===== config.mk =====
export PLATFORM = sky130hd
export DESIGN_NAME = id_stage_pipe
export DESIGN_NICKNAME = d
export VERILOG_FILES = /design/src/rtl/id_stage_pipe.sv
export SDC_FILE = /design/constraint.sdc
export NUM_CORES = 1
export LEC_CHECK = 0
export BUFFER_PORTS_ARGS = -buffer_cell sky130_fd_sc_hd__buf_2
export CAP_MARGIN = 10
export CORE_ASPECT_RATIO = 0.6
export CORE_MARGIN = 2
export CORE_UTILIZATION = 47
export DETAILED_ROUTE_END_ITERATION = 8
export PLACE_DENSITY_LB_ADDON = 0.15
export SYNTH_ARGS = -nofsm -noshare
export SYNTH_HDL_FRONTEND = slang
export SYNTH_SLANG_ARGS = --single-unit

===== constraint.sdc =====
create_clock -name clk -period 3.95 [get_ports clk]
set_input_delay 0.5925 -clock clk [delete_from_list [all_inputs] [get_ports clk]]
set_output_delay 0.5925 -clock clk [all_outputs]
set_load 0.1 [all_outputs]

===== src/rtl/id_stage_pipe.sv =====
// id_stage_pipe: MIPS decode with fixed-priority bypass, load-use bubbles and a registered ID/EX stage.
// Optional: define ID_PERF_CNT_EN to add stall_cnt_o / bubble_cnt_o performance counters.
module id_stage_pipe #(
  parameter int DATA_W  = 32,
  parameter int NUM_FWD = 2
) (
  input  logic                      clk,
  input  logic                      rst,
  input  logic                      flush_i,
  input  logic                      in_valid_i,
  output logic                      in_ready_o,
  input  logic [31:0]               pc_i,
  input  logic [31:0]               inst_i,
  output logic [4:0]                reg1_addr_o,
  output logic [4:0]                reg2_addr_o,
  input  logic [DATA_W-1:0]         reg1_data_i,
  input  logic [DATA_W-1:0]         reg2_data_i,
  input  logic [NUM_FWD-1:0]        fwd_wreg_i,
  input  logic [5*NUM_FWD-1:0]      fwd_wd_i,
  input  logic [DATA_W*NUM_FWD-1:0] fwd_wdata_i,
  input  logic [NUM_FWD-1:0]        fwd_load_i,
  output logic                      out_valid_o,
  input  logic                      out_ready_i,
  output logic [31:0]               pc_o,
  output logic [2:0]                alusel_o,
  output logic [7:0]                aluop_o,
  output logic [DATA_W-1:0]         reg1_o,
  output logic [DATA_W-1:0]         reg2_o,
  output logic [4:0]                wd_o,
  output logic                      wreg_o,
  output logic                      is_load_o
`ifdef ID_PERF_CNT_EN
  ,
  output logic [31:0]               stall_cnt_o,
  output logic [31:0]               bubble_cnt_o
`endif
);
  localparam logic [2:0] SEL_NONE  = 3'd0;
  localparam logic [2:0] SEL_LOGIC = 3'd1;
  localparam logic [2:0] SEL_MOVE  = 3'd2;
  localparam logic [2:0] SEL_ARITH = 3'd3;
  localparam logic [2:0] SEL_LOAD  = 3'd4;

  logic [5:0]        w_opcode, w_funct;
  logic [4:0]        w_rs, w_rt, w_rd, w_wd;
  logic [15:0]       w_imm16;
  logic [2:0]        w_alusel;
  logic [7:0]        w_aluop;
  logic              w_re1, w_re2, w_wreg, w_is_load;
  logic [DATA_W-1:0] w_imm, w_byp1, w_byp2, w_op1, w_op2;
  logic              w_lhit1, w_lhit2, w_src1, w_src2, w_stall, w_adv;
  logic              w_unused;

  logic              r_valid, r_wreg, r_is_load;
  logic [31:0]       r_pc;
  logic [2:0]        r_alusel;
  logic [7:0]        r_aluop;
  logic [DATA_W-1:0] r_reg1, r_reg2;
  logic [4:0]        r_wd;

  assign w_opcode = inst_i[31:26];
  assign w_rs     = inst_i[25:21];
  assign w_rt     = inst_i[20:16];
  assign w_rd     = inst_i[15:11];
  assign w_funct  = inst_i[5:0];
  assign w_imm16  = inst_i[15:0];
  assign w_unused = ^inst_i[10:6];

  assign reg1_addr_o = w_rs;
  assign reg2_addr_o = w_rt;

  always_comb begin
    w_alusel  = SEL_NONE;
    w_aluop   = 8'h00;
    w_re1     = 1'b0;
    w_re2     = 1'b0;
    w_wd      = 5'd0;
    w_wreg    = 1'b0;
    w_is_load = 1'b0;
    w_imm     = '0;
    if (w_opcode == 6'b000000) begin
      case (w_funct)
        6'h24, 6'h25, 6'h26, 6'h27: begin
          w_alusel = SEL_LOGIC; w_aluop = {2'b00, w_funct};
          w_re1 = 1'b1; w_re2 = 1'b1; w_wd = w_rd; w_wreg = 1'b1;
        end
        6'h21, 6'h23, 6'h2A: begin
          w_alusel = SEL_ARITH; w_aluop = {2'b00, w_funct};
          w_re1 = 1'b1; w_re2 = 1'b1; w_wd = w_rd; w_wreg = 1'b1;
        end
        6'h10, 6'h12: begin
          w_alusel = SEL_MOVE; w_aluop = {2'b00, w_funct};
          w_wd = w_rd; w_wreg = 1'b1;
        end
        6'h11, 6'h13: begin
          w_alusel = SEL_MOVE; w_aluop = {2'b00, w_funct};
          w_re1 = 1'b1;
        end
        default: ;
      endcase
    end else begin
      case (w_opcode)
        6'h0C, 6'h0D, 6'h0E: begin
          w_alusel = SEL_LOGIC; w_aluop = {2'b01, w_opcode};
          w_re1 = 1'b1; w_imm = DATA_W'(w_imm16); w_wd = w_rt; w_wreg = 1'b1;
        end
        6'h09, 6'h0A: begin
          w_alusel = SEL_ARITH; w_aluop = {2'b01, w_opcode};
          w_re1 = 1'b1; w_imm = {{(DATA_W-16){w_imm16[15]}}, w_imm16};
          w_wd = w_rt; w_wreg = 1'b1;
        end
        6'h0F: begin
          w_alusel = SEL_LOGIC; w_aluop = {2'b01, w_opcode};
          w_imm = DATA_W'({w_imm16, 16'h0000}); w_wd = w_rt; w_wreg = 1'b1;
        end
        6'h23: begin
          w_alusel = SEL_LOAD; w_aluop = {2'b01, w_opcode};
          w_re1 = 1'b1; w_imm = {{(DATA_W-16){w_imm16[15]}}, w_imm16};
          w_wd = w_rt; w_wreg = 1'b1; w_is_load = 1'b1;
        end
        default: ;
      endcase
    end
    if (w_wd == 5'd0) w_wreg = 1'b0;
  end

  // Walk channels from oldest to youngest so the lowest matching index wins the data;
  // the load flag is OR-ed because any pending load on the register must stall.
  always_comb begin
    w_byp1  = reg1_data_i;
    w_byp2  = reg2_data_i;
    w_lhit1 = 1'b0;
    w_lhit2 = 1'b0;
    for (int k = NUM_FWD-1; k >= 0; k--) begin
      if (fwd_wreg_i[k] && (fwd_wd_i[5*k +: 5] == w_rs)) begin
        w_byp1  = fwd_wdata_i[DATA_W*k +: DATA_W];
        w_lhit1 = w_lhit1 | fwd_load_i[k];
      end
      if (fwd_wreg_i[k] && (fwd_wd_i[5*k +: 5] == w_rt)) begin
        w_byp2  = fwd_wdata_i[DATA_W*k +: DATA_W];
        w_lhit2 = w_lhit2 | fwd_load_i[k];
      end
    end
  end

  assign w_src1 = w_re1 && (w_rs != 5'd0);
  assign w_src2 = w_re2 && (w_rt != 5'd0);
  assign w_op1  = w_src1 ? w_byp1 : '0;
  assign w_op2  = !w_re2 ? w_imm : (w_src2 ? w_byp2 : '0);

  assign w_stall = in_valid_i &&
    ((w_src1 && (w_lhit1 || (r_valid && r_is_load && r_wreg && (r_wd == w_rs)))) ||
     (w_src2 && (w_lhit2 || (r_valid && r_is_load && r_wreg && (r_wd == w_rt)))));
  assign w_adv      = !r_valid || out_ready_i;
  assign in_ready_o = w_adv && !w_stall;

  // Handshake: a transfer happens on a rising edge where valid and ready are both high;
  // out_valid_o and the payload stay stable while out_ready_i is low.
  always_ff @(posedge clk) begin
    if (rst) begin
      r_valid <= 1'b0; r_pc <= '0; r_alusel <= '0; r_aluop <= '0;
      r_reg1 <= '0; r_reg2 <= '0; r_wd <= '0; r_wreg <= 1'b0; r_is_load <= 1'b0;
    end else if (flush_i) begin
      r_valid <= 1'b0;
    end else if (w_adv) begin
      if (w_stall) begin
        r_valid <= 1'b0; r_pc <= '0; r_alusel <= '0; r_aluop <= '0;
        r_reg1 <= '0; r_reg2 <= '0; r_wd <= '0; r_wreg <= 1'b0; r_is_load <= 1'b0;
      end else if (in_valid_i) begin
        r_valid <= 1'b1; r_pc <= pc_i; r_alusel <= w_alusel; r_aluop <= w_aluop;
        r_reg1 <= w_op1; r_reg2 <= w_op2; r_wd <= w_wd; r_wreg <= w_wreg;
        r_is_load <= w_is_load;
      end else begin
        r_valid <= 1'b0;
      end
    end
  end

  assign out_valid_o = r_valid;
  assign pc_o        = r_pc;
  assign alusel_o    = r_alusel;
  assign aluop_o     = r_aluop;
  assign reg1_o      = r_reg1;
  assign reg2_o      = r_reg2;
  assign wd_o        = r_wd;
  assign wreg_o      = r_wreg;
  assign is_load_o   = r_is_load;

`ifdef ID_PERF_CNT_EN
  logic [31:0] r_stall_cnt, r_bubble_cnt;

  always_ff @(posedge clk) begin
    if (rst) begin
      r_stall_cnt  <= '0;
      r_bubble_cnt <= '0;
    end else begin
      if (w_stall) r_stall_cnt <= r_stall_cnt + 32'd1;
      if (!flush_i && w_adv && w_stall) r_bubble_cnt <= r_bubble_cnt + 32'd1;
    end
  end

  assign stall_cnt_o  = r_stall_cnt;
  assign bubble_cnt_o = r_bubble_cnt;
`endif
endmodule


**After elaboration in Yosys (flattened, before gate mapping)**

Index checks and enable logic that the tools add are counted.

- Logic and storage cells: 127
- Input bits: 211
- Bits in registers: 115
- Output and inout bits: 126

- Reductions and logical operators: 40
- Muxes and demuxes: 51
- Bitwise operators: 3
- Equality and inequality tests: 24

Operators with widths:

| kind | count |
|---|---|
| 32-bit two-way mux | 14 |
| 32-bit one-hot mux with 3 select lines | 1 |
| 6-bit equality test (second input constant) | 8 |
| 6-bit by 4-bit equality test with 1-bit output (second input constant) | 6 |
| 5-bit equality test | 6 |
| 5-bit two-way mux | 5 |
| 6-bit by 5-bit equality test with 1-bit output (second input constant) | 4 |
| 8-bit two-way mux | 3 |
| 1-bit two-way mux | 21 |
| 9-bit OR reduction | 2 |
| 1-bit logical AND | 14 |
| 7-bit OR reduction | 2 |
| 4-bit OR reduction | 3 |
| 11-bit OR reduction | 1 |
| 5-bit nonzero test | 2 |
| 3-bit two-way mux | 3 |
| 3-bit one-hot mux with 3 select lines | 1 |
| 3-bit OR reduction | 3 |
| 7-bit two-way mux | 1 |
| 6-bit zero test | 1 |
| 6-bit two-way mux | 1 |
| 2-bit one-hot mux with 3 select lines | 1 |
| 6-bit OR reduction | 1 |
| 5-bit zero test | 1 |
| other kinds (7) | 13 |

**Logic depth before layout (Yosys ltp)**

- Depth in word-level cells: 11
- Gate-level depth with buffers: 10
- Mapped depth without buffers: 7

**Least setup slack after synthesis**

Ideal clock, no wire load.

- Path kind: input-to-output
- Start point: input inst_i[26]
- End point: output in_ready_o
- Path buffers: 2
- Slack: -0.559 ns
- Arrival time: 3.916 ns
- Required time: 3.357 ns
- Cell stages on the path: 9
- Path through: buf_2 or3_1 or4_1 a311oi_1 nor4_1 a22oi_4 inv_2 clkbuf_1 a21oi_1

- Word-level cells in the longest chain between the ends: 10
- Elaborated cells on any way between the ends: 19
- Classes of those cells: 6 x eq/ne; 3 x mux; 10 x reduce/logical

Ends and longest elaborated chain:

| what | RTL line | text |
|---|---|---|
| start, declared | 13 | `input logic [31:0] inst_i,` |
| 6-bit equality test or 6-bit by 4-bit equality test with 1-bit output (tied branches) | 102 | `case (w_opcode)` |
| 6-bit OR reduction (no line) | -- |  |
| 1-bit two-way mux | 102 |  |
| 1-bit two-way mux | 81 | `if (w_opcode == 6'b000000) begin` |
| 1-bit logical AND | 146 | `assign w_src1 = w_re1 && (w_rs != 5'd0);` |
| 1-bit logical AND | 152 | `((w_src1 && (w_lhit1 \|\| (r_valid && r_is_load && r_wreg && (r_wd == w_rs)))) \|\|` |
| 1-bit logical OR * | 152 |  |
| 1-bit logical AND * | 151 | `assign w_stall = in_valid_i &&` |
| 1-bit zero test * | 155 | `assign in_ready_o = w_adv && !w_stall;` |
| 1-bit logical AND * | 155 |  |
| end, declared | 11 | `output logic in_ready_o,` |

Mark *: on every way between the ends. The rest lies on a longest branch, timed or not.

**Worst setup path in the final report**

Same ends and word-level chain as after synthesis.

==> metrics.csv <==
metric;value;unit
route.vias.total;8089;
mappedNetlistArea;6760;um^2
post_route_cells_drive_above_1_share;0.343;
antenna_found_initial;0;
worstSetupEndpointType;output pin;
timing.final.setup_violations;0;
postSynthRegisterBits;113;
hold_violations;0;
pin_count;337;
viasPerCell;5.70;
cap_viol_max_count;0;
drtPass1Iterations;6;
antenna_left;0;
ctsRootBufferMaster;sky130_fd_sc_hd__clkbuf_16;
layout.cells.most_common_list;334 x sky130_fd_sc_hd__buf_2, 194 x sky130_fd_sc_hd__nand2_1, 113 x sky130_fd_sc_hd__dfxtp_1;
count_of_buffers_from_port_buffering;335;
grt_overflow;0;
power.density;378;nW/um^2
gp_routability_congestion;0.911;
ys_async_sr_fraction;0;
diodes;0;
layout-area-overhead-vs-synth;33.0;%
hold_path.class;input pin to register;
sort_of_element_at_the_start_of_the_critical_path;input pin;
drc;0;
synth.lib_cells_used.distinct;50;
rows;33;
worst-endpoint-arrival;2.82;ns
layout_commonest_cell;sky130_fd_sc_hd__buf_2;
start_util;0.487;
timing_worst_slew_pin_value;1.07;ns
fin_crit_sh;0.865;
finish.cell_count_without_fillers;1418;
grtUsageTotal;0.325;
report.final.slew_viol_count;0;
fmaxAchievable;0.293;GHz
cts_max_level;4;
cts.sinks;113;
worst_path_clk_slew;0.06;ns
dp_cells;1386;
first_global_vias;7482;
cts_setup_buffers;0;
timing.max_slew.rel_slack;0.287;
die_width;159;um
status;finished, final reports clean;
clock_skew;0.0131;ns
cts-hold-fix-buffers;0;
cp_data_required_time;3.36;ns
core_area;13900;um^2
fin_total_pwr;0.00340;W
grt_first_pass_wirelength;40500;um
clock_path_buffers;2;
hpwl;18600;um
grt_max_degree;65;
initialDrtViolationCount;815;
number_of_warnings_reported_in_the_yosys_synthesis_log;0;
routedWlPerCell;18.2;um
final_nets;1424;
tritoncts_clock_tree;built;
path_class;input pin to output pin;
peakVddDrop;0.247;mV
synth-edff-count;0;
period_needed;3.42;ns
die_area;15400;um^2
clk-insertion-delay-late;0.41;ns
synth-main-ff-cell;sky130_fd_sc_hd__dfxtp_1;
die_h;96.9;um
leakagePower;4.15;nW
syn-num-nets;1156;
rsz0062_at_grt;no;
syn-instance-count;945;
ctsResizeCount;0;
route.final.wire_length;25800;um
number_of_cts_inserted_buffers;17;
totalNegativeSetupSlack;0;ns
synth.yosys.seq_area_share;0.335;
worst-path-max-fanout;18;
post_synth.cell_area_avg;7.16;um^2
[through the flow]
| step | hold WS (ns) | util | worst slack, ns | instance area, um^2 |
|---|---|---|---|---|
| floorplan | 0.672 | - | 0.0577 | 6770 |
| global placement | 0.440 | 0.606 | 0.405 | 8410 |
| detailed placement | 0.444 | 0.606 | 0.295 | 8410 |
| CTS | 0.374 | 0.648 | 0.545 | 8990 |
| global route | 0.383 | 0.648 | 0.377 | 8990 |
| finish | 0.394 | 0.648 | 0.533 | 8990 |
[Yosys cell counts, types with 6 or more instances]
cell type	number	area, um^2
sky130_fd_sc_hd__buf_4	14	105
sky130_fd_sc_hd__xor2_1	10	87.6
sky130_fd_sc_hd__nor2_1	75	282
sky130_fd_sc_hd__a21oi_1	69	345
sky130_fd_sc_hd__nor3_1	21	105
sky130_fd_sc_hd__nor4_1	7	43.8
sky130_fd_sc_hd__a22o_1	10	87.6
sky130_fd_sc_hd__dfxtp_1	113	2260
sky130_fd_sc_hd__o21ai_0	43	215
sky130_fd_sc_hd__a31oi_1	32	200
sky130_fd_sc_hd__nand3_1	101	505
sky130_fd_sc_hd__nand2_1	197	739
sky130_fd_sc_hd__o41ai_1	8	70.1
sky130_fd_sc_hd__and3_1	28	175
sky130_fd_sc_hd__o31ai_1	15	113
sky130_fd_sc_hd__a311o_1	7	70.1
sky130_fd_sc_hd__clkbuf_1	86	323
sky130_fd_sc_hd__xnor2_1	21	184
sky130_fd_sc_hd__o41ai_2	24	390
sky130_fd_sc_hd__a22oi_1	6	45.0
sky130_fd_sc_hd__nand2b_1	6	37.5
[critical path: stages]
cell and delay, ns:
sky130_fd_sc_hd__buf_2 0.19, sky130_fd_sc_hd__or3_1 0.43, sky130_fd_sc_hd__or4_1 0.46, sky130_fd_sc_hd__a311oi_1 0.23, sky130_fd_sc_hd__nor4_1 0.14, sky130_fd_sc_hd__a22oi_4 0.16, sky130_fd_sc_hd__inv_2 0.18, sky130_fd_sc_hd__a21oi_2 0.23
sky130_fd_sc_hd__buf_12 0.19
[sequential cells by signal, summed over array words and instances (netlist names)]
register / count
pc_o: 32
reg1_o: 32
out_valid_o: 1
wd_o: 5
alusel_o: 2
aluop_o: 7
is_load_o: 1
wreg_o: 1
reg2_o: 32
[per-layer routing]
metal	share of wire	GRT usage	wire length, um
met5	0	0	0
met4	0.019	0.0993	478
met3	0.087	0.0708	2260
met2	0.45	0.508	11500
met1	0.45	0.449	11600
[report_power, final]
group / switching, W / total (W) / internal [W] / leakage (nW)
Clock: 0.000570 / 0.00153 / 0.000959 / 0.277
Combinational: 0.000503 / 0.000688 / 0.000186 / 2.96
Sequential: 0.0000146 / 0.00118 / 0.00117 / 0.916
Total: 0.00109 / 0.00340 / 0.00231 / 4.15
[worst paths after layout]
path,startpoint,to,slack [ns],cells past startpoint
hold reg to reg,pc_o[28],pc_o[28],0.45,2
setup reg to reg,wd_o[3],reg2_o[16],1.15,8
setup / recovery,inst_i[26],in_ready_o,0.53,9
hold / removal,flush_i,out_valid_o,0.39,2
[cell families after synthesis]
family / count (synthesis) / synth area share
simple gates: 457 / 0.303
xor+xnor: 31 / 0.0401
flops: 113 / 0.335
other cells: 1 / 0.000555
buf+inv: 107 / 0.0675
compound gates: 236 / 0.255
[cell type report]
type / count / area, um^2
Clock buffer: 19 / 453
Timing Repair Buffer: 352 / 1820
Fill cell: 1334 / 4880
Tap cell: 192 / 240
Multi-Input combinational cell: 725 / 4070
Clock inverter: 13 / 135
Inverter: 4 / 15.0
Sequential cell: 113 / 2260
Note: power is estimated with default switching activity, not from simulation.
